===== src/rtl/value_monitor_pkg.sv =====
// Shared types and constants for the value_monitor constant-output sink.
package value_monitor_pkg;

  typedef enum logic [1:0] {IDLE, LOCKING, LOCKED, FAULT} mon_state_t;

  localparam int unsigned MY_CONSTANT1 = 10;
  localparam int unsigned MY_CONSTANT2 = 20;
  localparam logic [7:0] MY_OTHER_CONSTANT = 8'(MY_CONSTANT1 + MY_CONSTANT2 + 7);

endpackage


===== src/rtl/sat_counter.sv =====
// Up-counter that sticks at all-ones instead of wrapping; synchronous clear wins over inc.
module sat_counter #(
  parameter int unsigned W = 16
) (
  input  logic         clock,
  input  logic         rst_n,
  input  logic         clr,
  input  logic         inc,
  output logic [W-1:0] count
);

  logic [W-1:0] count_q, count_d;

  always_comb begin
    count_d = count_q;
    if (clr) begin
      count_d = '0;
    end else if (inc && (count_q != {W{1'b1}})) begin
      count_d = count_q + 1'b1;
    end
  end

  always_ff @(posedge clock or negedge rst_n) begin
    if (!rst_n) begin
      count_q <= '0;
    end else begin
      count_q <= count_d;
    end
  end

  assign count = count_q;

endmodule


===== src/rtl/value_monitor.sv =====
// Valid/ready sink that checks each byte against EXPECTED, tracks lock/fault and counts results.
// Optional running signature enabled by defining VALUE_MONITOR_SIG_EN.
module value_monitor
  import value_monitor_pkg::*;
#(
  parameter logic [7:0]  EXPECTED   = MY_OTHER_CONSTANT,
  parameter int unsigned LOCK_COUNT = 4,
  parameter int unsigned CNT_W      = 16
) (
  input  logic             clock,
  input  logic             rst_n,
  input  logic             in_valid,
  input  logic [7:0]       in_data,
  output logic             in_ready,
  input  logic             clear,
  output logic             locked,
  output logic             fault,
  output logic [CNT_W-1:0] match_count,
  output logic [CNT_W-1:0] mismatch_count,
  output logic [7:0]       last_data,
  output logic [7:0]       sig
);

  localparam logic [7:0] LockTarget = 8'(LOCK_COUNT);

  mon_state_t state_q, state_d;
  logic [7:0] run_q, run_d;
  logic [7:0] last_q, last_d;
  logic       locked_q, fault_q;
  logic       xfer, match;

  // Clear forces ready low so a cleared cycle can never also carry a transfer.
  assign in_ready = (state_q != FAULT) && !clear;
  assign xfer     = in_valid && in_ready;
  assign match    = (in_data == EXPECTED);

  always_comb begin
    state_d = state_q;
    run_d   = run_q;
    last_d  = last_q;
    if (clear) begin
      state_d = IDLE;
      run_d   = '0;
      last_d  = '0;
    end else if (xfer) begin
      last_d = in_data;
      case (state_q)
        IDLE: begin
          if (match) begin
            run_d   = 8'd1;
            state_d = (LockTarget == 8'd1) ? LOCKED : LOCKING;
          end
        end
        LOCKING: begin
          if (match) begin
            run_d = run_q + 8'd1;
            if (run_q + 8'd1 == LockTarget) state_d = LOCKED;
          end else begin
            run_d   = '0;
            state_d = IDLE;
          end
        end
        LOCKED: begin
          if (!match) state_d = FAULT;
        end
        default: ;
      endcase
    end
  end

  always_ff @(posedge clock or negedge rst_n) begin
    if (!rst_n) begin
      state_q  <= IDLE;
      run_q    <= '0;
      last_q   <= '0;
      locked_q <= 1'b0;
      fault_q  <= 1'b0;
    end else begin
      state_q  <= state_d;
      run_q    <= run_d;
      last_q   <= last_d;
      locked_q <= (state_d == LOCKED);
      fault_q  <= (state_d == FAULT);
    end
  end

  assign locked    = locked_q;
  assign fault     = fault_q;
  assign last_data = last_q;

  sat_counter #(
    .W (CNT_W)
  ) u_match_cnt (
    .clock (clock),
    .rst_n (rst_n),
    .clr   (clear),
    .inc   (xfer && match),
    .count (match_count)
  );

  sat_counter #(
    .W (CNT_W)
  ) u_mismatch_cnt (
    .clock (clock),
    .rst_n (rst_n),
    .clr   (clear),
    .inc   (xfer && !match),
    .count (mismatch_count)
  );

`ifdef VALUE_MONITOR_SIG_EN
  logic [7:0] sig_q, sig_d;

  always_comb begin
    sig_d = sig_q;
    if (clear) begin
      sig_d = '0;
    end else if (xfer) begin
      sig_d = {sig_q[6:0], sig_q[7]} ^ in_data;
    end
  end

  always_ff @(posedge clock or negedge rst_n) begin
    if (!rst_n) begin
      sig_q <= '0;
    end else begin
      sig_q <= sig_d;
    end
  end

  assign sig = sig_q;
`else
  assign sig = 8'd0;
`endif

endmodule


===== config.mk =====
export PLATFORM = sky130hd
export DESIGN_NAME = value_monitor
export DESIGN_NICKNAME = d
export VERILOG_FILES = /design/src/rtl/value_monitor_pkg.sv /design/src/rtl/sat_counter.sv /design/src/rtl/value_monitor.sv
export SDC_FILE = /design/constraint.sdc
export NUM_CORES = 1
export LEC_CHECK = 0
export ABC_AREA = 1
export CORE_MARGIN = 10
export CORE_UTILIZATION = 47
export CTS_CLUSTER_DIAMETER = 60
export DETAILED_ROUTE_END_ITERATION = 6
export PLACE_DENSITY_LB_ADDON = 0.05
export SYNTH_ARGS = -nofsm -noshare
export SYNTH_HDL_FRONTEND = slang
export SYNTH_SLANG_ARGS = --single-unit

===== constraint.sdc =====
create_clock -name clock -period 1.7 [get_ports clock]
set_input_delay 0.17 -clock clock [delete_from_list [all_inputs] [get_ports clock]]
set_output_delay 0.17 -clock clock [all_outputs]
set_load 0.02 [all_outputs]

==> summary.md, run 1 <==
### Status
* complete, no violations — outcome

### GRT
* 29.09% — Global Route met2 Usage
* 14480 um — first-pass GRT wire length
* 20.25% — GR Util met1
* 23 — largest net degree at the start of global routing
* 17.05% — Global Route Usage Sum
* 3163 — vias in the first global route
* 4.733% — met3 usage in global routing
* 0 — number of antenna violations at the first check in global routing
* met2 — most congested layer reported by global routing
* 0 — remaining global-route overflow

### Logic synthesis
* sky130_fd_sc_hd__nand2_1 — most used standard cell by instance count after synthesis
* 91 x sky130_fd_sc_hd__nand2_1, 52 x sky130_fd_sc_hd__dfrtp_1, 45 x sky130_fd_sc_hd__inv_1, 45 x sky130_fd_sc_hd__nor2_1, 34 x sky130_fd_sc_hd__nand3_1 — most used standard cells in the synthesized netlist
* 34 — count of distinct cell types in the synthesized netlist
* sky130_fd_sc_hd__dfrtp_1 — largest area contributor in the netlist
* 0 — number of synthesized flops with an enable pin
* 0 — Yosys warnings
* sky130_fd_sc_hd__dfrtp_1 42%, sky130_fd_sc_hd__nand2_1 11%, sky130_fd_sc_hd__nand3_1 5.6% — dominant cells by area after synthesis
* 100.0% — Async S/R FF share, synth
* 42.47% — share of the yosys chip area belonging to registers
* sky130_fd_sc_hd__dfrtp_1 — prevailing post-synth register cell
* 52 — number of flip-flops and latches in the synthesized netlist
* 42.47% — share of the synthesized area in the top cell type
* 7.474 um2 — mean instance size in the synthesized netlist
* 410 — Syn Inst Count
* 3064 um2 — post-synthesis instance area

### Routing
* 0 — residual DRC count
* 5.154 — drt via density
* 0 — number of nets still failing antenna checks after routing
* 4 — first-pass iteration count of the detailed router
* 129 — violation count after the first detailed-routing iteration
* 14.32 um — wire length per cell after detailed routing
* 3211 — count of vias placed by the detailed router
* 8921 um — Total Routed Length

### STA
* 0 — total of endpoints with negative setup slack in the final report
* 96.39% — crit share post-route
* 0.3554 ns — minimum hold slack
* 0 ns — final-layout setup total negative slack
* 1.639 ns — post-layout minimum cycle time
* 0.005648 ns — skew final
* 0.5085 ns — slew of the pin with the lowest slew margin
* 0 — Slew Viols, Final
* 0 — total count of hold-check failures in the final report
* yes — unrepaired setup endpoints after global routing
* 610.2 MHz — Fmax
* 0.06130 ns — least setup slack across all paths after layout
* 66.10% — Max transition margin

### CTS
* 2 — CTS max path bufs
* 0.09 ns — Clk pin slew, worst setup/hold paths
* yes — TritonCTS clock tree
* 0.30 ns — worst skew pair latency
* 5 — clock buffers created by TritonCTS
* 2 — H-tree depth
* sky130_fd_sc_hd__clkbuf_8 — cell at the root of the clock tree
* 52 — clock sink count

### Setup path
* register — nature of the critical path startpoint
* 1.83 ns — data arrival time of the worst path
* register to register — Crit Path Category
* 5 — highest fanout seen on the critical path
* 1.90 ns — data required time at the worst endpoint
* register — category of the worst setup path capture point

### Cells and area
* 4498 um2 — cell area after layout
* 46.79% — synthesis-to-finish area growth
* 560 — net total in the final layout
* 0 — number of diodes
* 24.91% — share of cells above drive strength 1

### Placed design
* -0.1889 ns — Setup WS pre-CTS
* 54 — count of port buffers added during placement
* 0.8739 — routability-driven placement congestion ratio
* 4173 um2 — placed standard-cell area
* 6639 um — detailed-placement wirelength estimate

### Power
* 547.2 nW/um2 — P per Cell Area
* 0.4374 mV — highest ir drop seen on vdd
* 2.461 mW — overall power after layout
* 25.01% — switching power share of the total
* 615.6 uW — switching power
* 51.8% — Reg power frac
* 13.8% — Comb pwr share
* 2.015 nW — leakage power
* 1.846 mW — Cell Int Power
* 34.4% — proportion of power drawn by the clock network

### Job
* 0 — max-cap check violation count

### Die
* 10150 um2 — Die Outline Area
* 6350 um2 — Core Footprint
* 100.7 um — die outline height
* 63 — number of top-level pins
* 100.7 um — die extent in x
* 48.26% — Starting Density
* 29 — number of placement rows

### Worst hold path
* primary input to asynchronous set/reset pin — worst min path class

[per-layer routing]
layer	part of all wire [%]	wire (um)
met5	0	0
met3	6.1	541
met2	50	4472
met1	43	3803
met4	1.2	103
[placed cells by master (no fill, tap or decap), types with 3 or more instances in the layout]
cell,instances
sky130_fd_sc_hd__dfrtp_1,48
sky130_fd_sc_hd__buf_6,3
sky130_fd_sc_hd__nor2_1,41
sky130_fd_sc_hd__nand4_1,15
sky130_fd_sc_hd__clkbuf_8,5
sky130_fd_sc_hd__nor3_1,14
sky130_fd_sc_hd__nand3_1,31
sky130_fd_sc_hd__o21ai_0,15
sky130_fd_sc_hd__inv_2,9
sky130_fd_sc_hd__o21ai_2,4
sky130_fd_sc_hd__a21oi_1,9
sky130_fd_sc_hd__clkdlybuf4s50_1,51
sky130_fd_sc_hd__nor2_4,4
sky130_fd_sc_hd__o21ai_1,14
sky130_fd_sc_hd__nor2_2,4
sky130_fd_sc_hd__conb_1,8
sky130_fd_sc_hd__dfrtp_2,4
sky130_fd_sc_hd__xor2_1,11
sky130_fd_sc_hd__nand2_2,3
sky130_fd_sc_hd__o31ai_1,6
sky130_fd_sc_hd__inv_1,44
sky130_fd_sc_hd__o22ai_1,3
sky130_fd_sc_hd__nand3_2,3
sky130_fd_sc_hd__nand2_1,88
sky130_fd_sc_hd__buf_4,77
[cells by family (layout without fill, tap and decap cells)]
group           after synthesis  after routing  share of synthesized area (%)
xor+xnor                     12             12                          3.430
compound gates               61             62                          12.05
fa+ha+maj                     3              3                          1.225
simple gates                210            210                          30.46
other cells                   1              8                         0.1224
flops                        52             52                          42.47
buf+inv                      71            199                          10.25
[through the flow]
stage	cells	util [%]
after CTS	615	68.14
after global placement	604	65.71
final	623	70.84
after floorplan	417	-
after global routing	623	70.84
after detailed placement	604	65.71
[power by group through the flow]
| stage | clock (mW) | combinational, mW | sequential (mW) |
|---|---|---|---|
| floorplan | 0 | 0.128 | 1.32 |
| global placement | 0 | 0.315 | 1.30 |
| detailed placement | 0 | 0.318 | 1.30 |
| CTS | 0.874 | 0.325 | 1.27 |
| global route | 0.920 | 0.371 | 1.28 |
| finish | 0.847 | 0.340 | 1.27 |
[path summary, 6_finish.rpt]
path	from	slack, ns	cells past startpoint	to
max	state_q[1]$_DFF_PN0_	0.06	10	u_mismatch_cnt.count[2]$_DFFE_PN0P_
min	rst_n	0.36	2	run_q[4]$_DFFE_PN0P_
max reg2reg	state_q[1]$_DFF_PN0_	0.06	10	u_mismatch_cnt.count[2]$_DFFE_PN0P_
min reg2reg	last_data[2]$_DFFE_PN0P_	0.50	1	last_data[2]$_DFFE_PN0P_
max in group asynchronous	rst_n	0.70	3	u_mismatch_cnt.count[0]$_DFFE_PN0P_
min in group clock	in_data[1]	0.45	3	last_data[1]$_DFFE_PN0P_
[critical path, stage by stage, from the launching register on]
cell and delay, ns:
sky130_fd_sc_hd__dfrtp_1 0.42, sky130_fd_sc_hd__nand2_1 0.08, sky130_fd_sc_hd__inv_1 0.06, sky130_fd_sc_hd__nor2_4 0.11, sky130_fd_sc_hd__nand2_4 0.08, sky130_fd_sc_hd__nor2_2 0.23
sky130_fd_sc_hd__o21ai_4 0.12, sky130_fd_sc_hd__buf_4 0.15, sky130_fd_sc_hd__buf_4 0.12, sky130_fd_sc_hd__o21ai_1 0.11, sky130_fd_sc_hd__a21oi_1 0.05
[cell type report]
class	count	area, um2
Tap cell	77	96.34
Inverter	55	209.0
Clock buffer	6	72.57
Timing Repair Buffer	136	1179
Clock inverter	2	35.03
Multi-Input combinational cell	295	1600
Fill cell	502	1852
Sequential cell	52	1306
[flip-flops by register name (all words and copies together) (netlist names)]
| name | count |
|---|---|
| u_mismatch_cnt.count | 16 |
| locked | 1 |
| fault | 1 |
| run_q | 8 |
| last_data | 8 |
| state_q | 2 |
| u_match_cnt.count | 16 |
[repair_timing]
action                     in CTS  in global routing
hold endpoints to repair       20                  0
gates resized for setup         5                 30
buffers inserted                2                  7
setup endpoints to repair      19                 27
hold buffers                    1                  0
gates cloned                    0                  1
pin swaps                       2                  8
(Power assumes the default switching activity.)
==> run 2, diff against run 1 <==
- SLEW_MARGIN: default -> 20
==> results of run 2 <==
Final layout, timing and power as in run 1 (identical DEF).
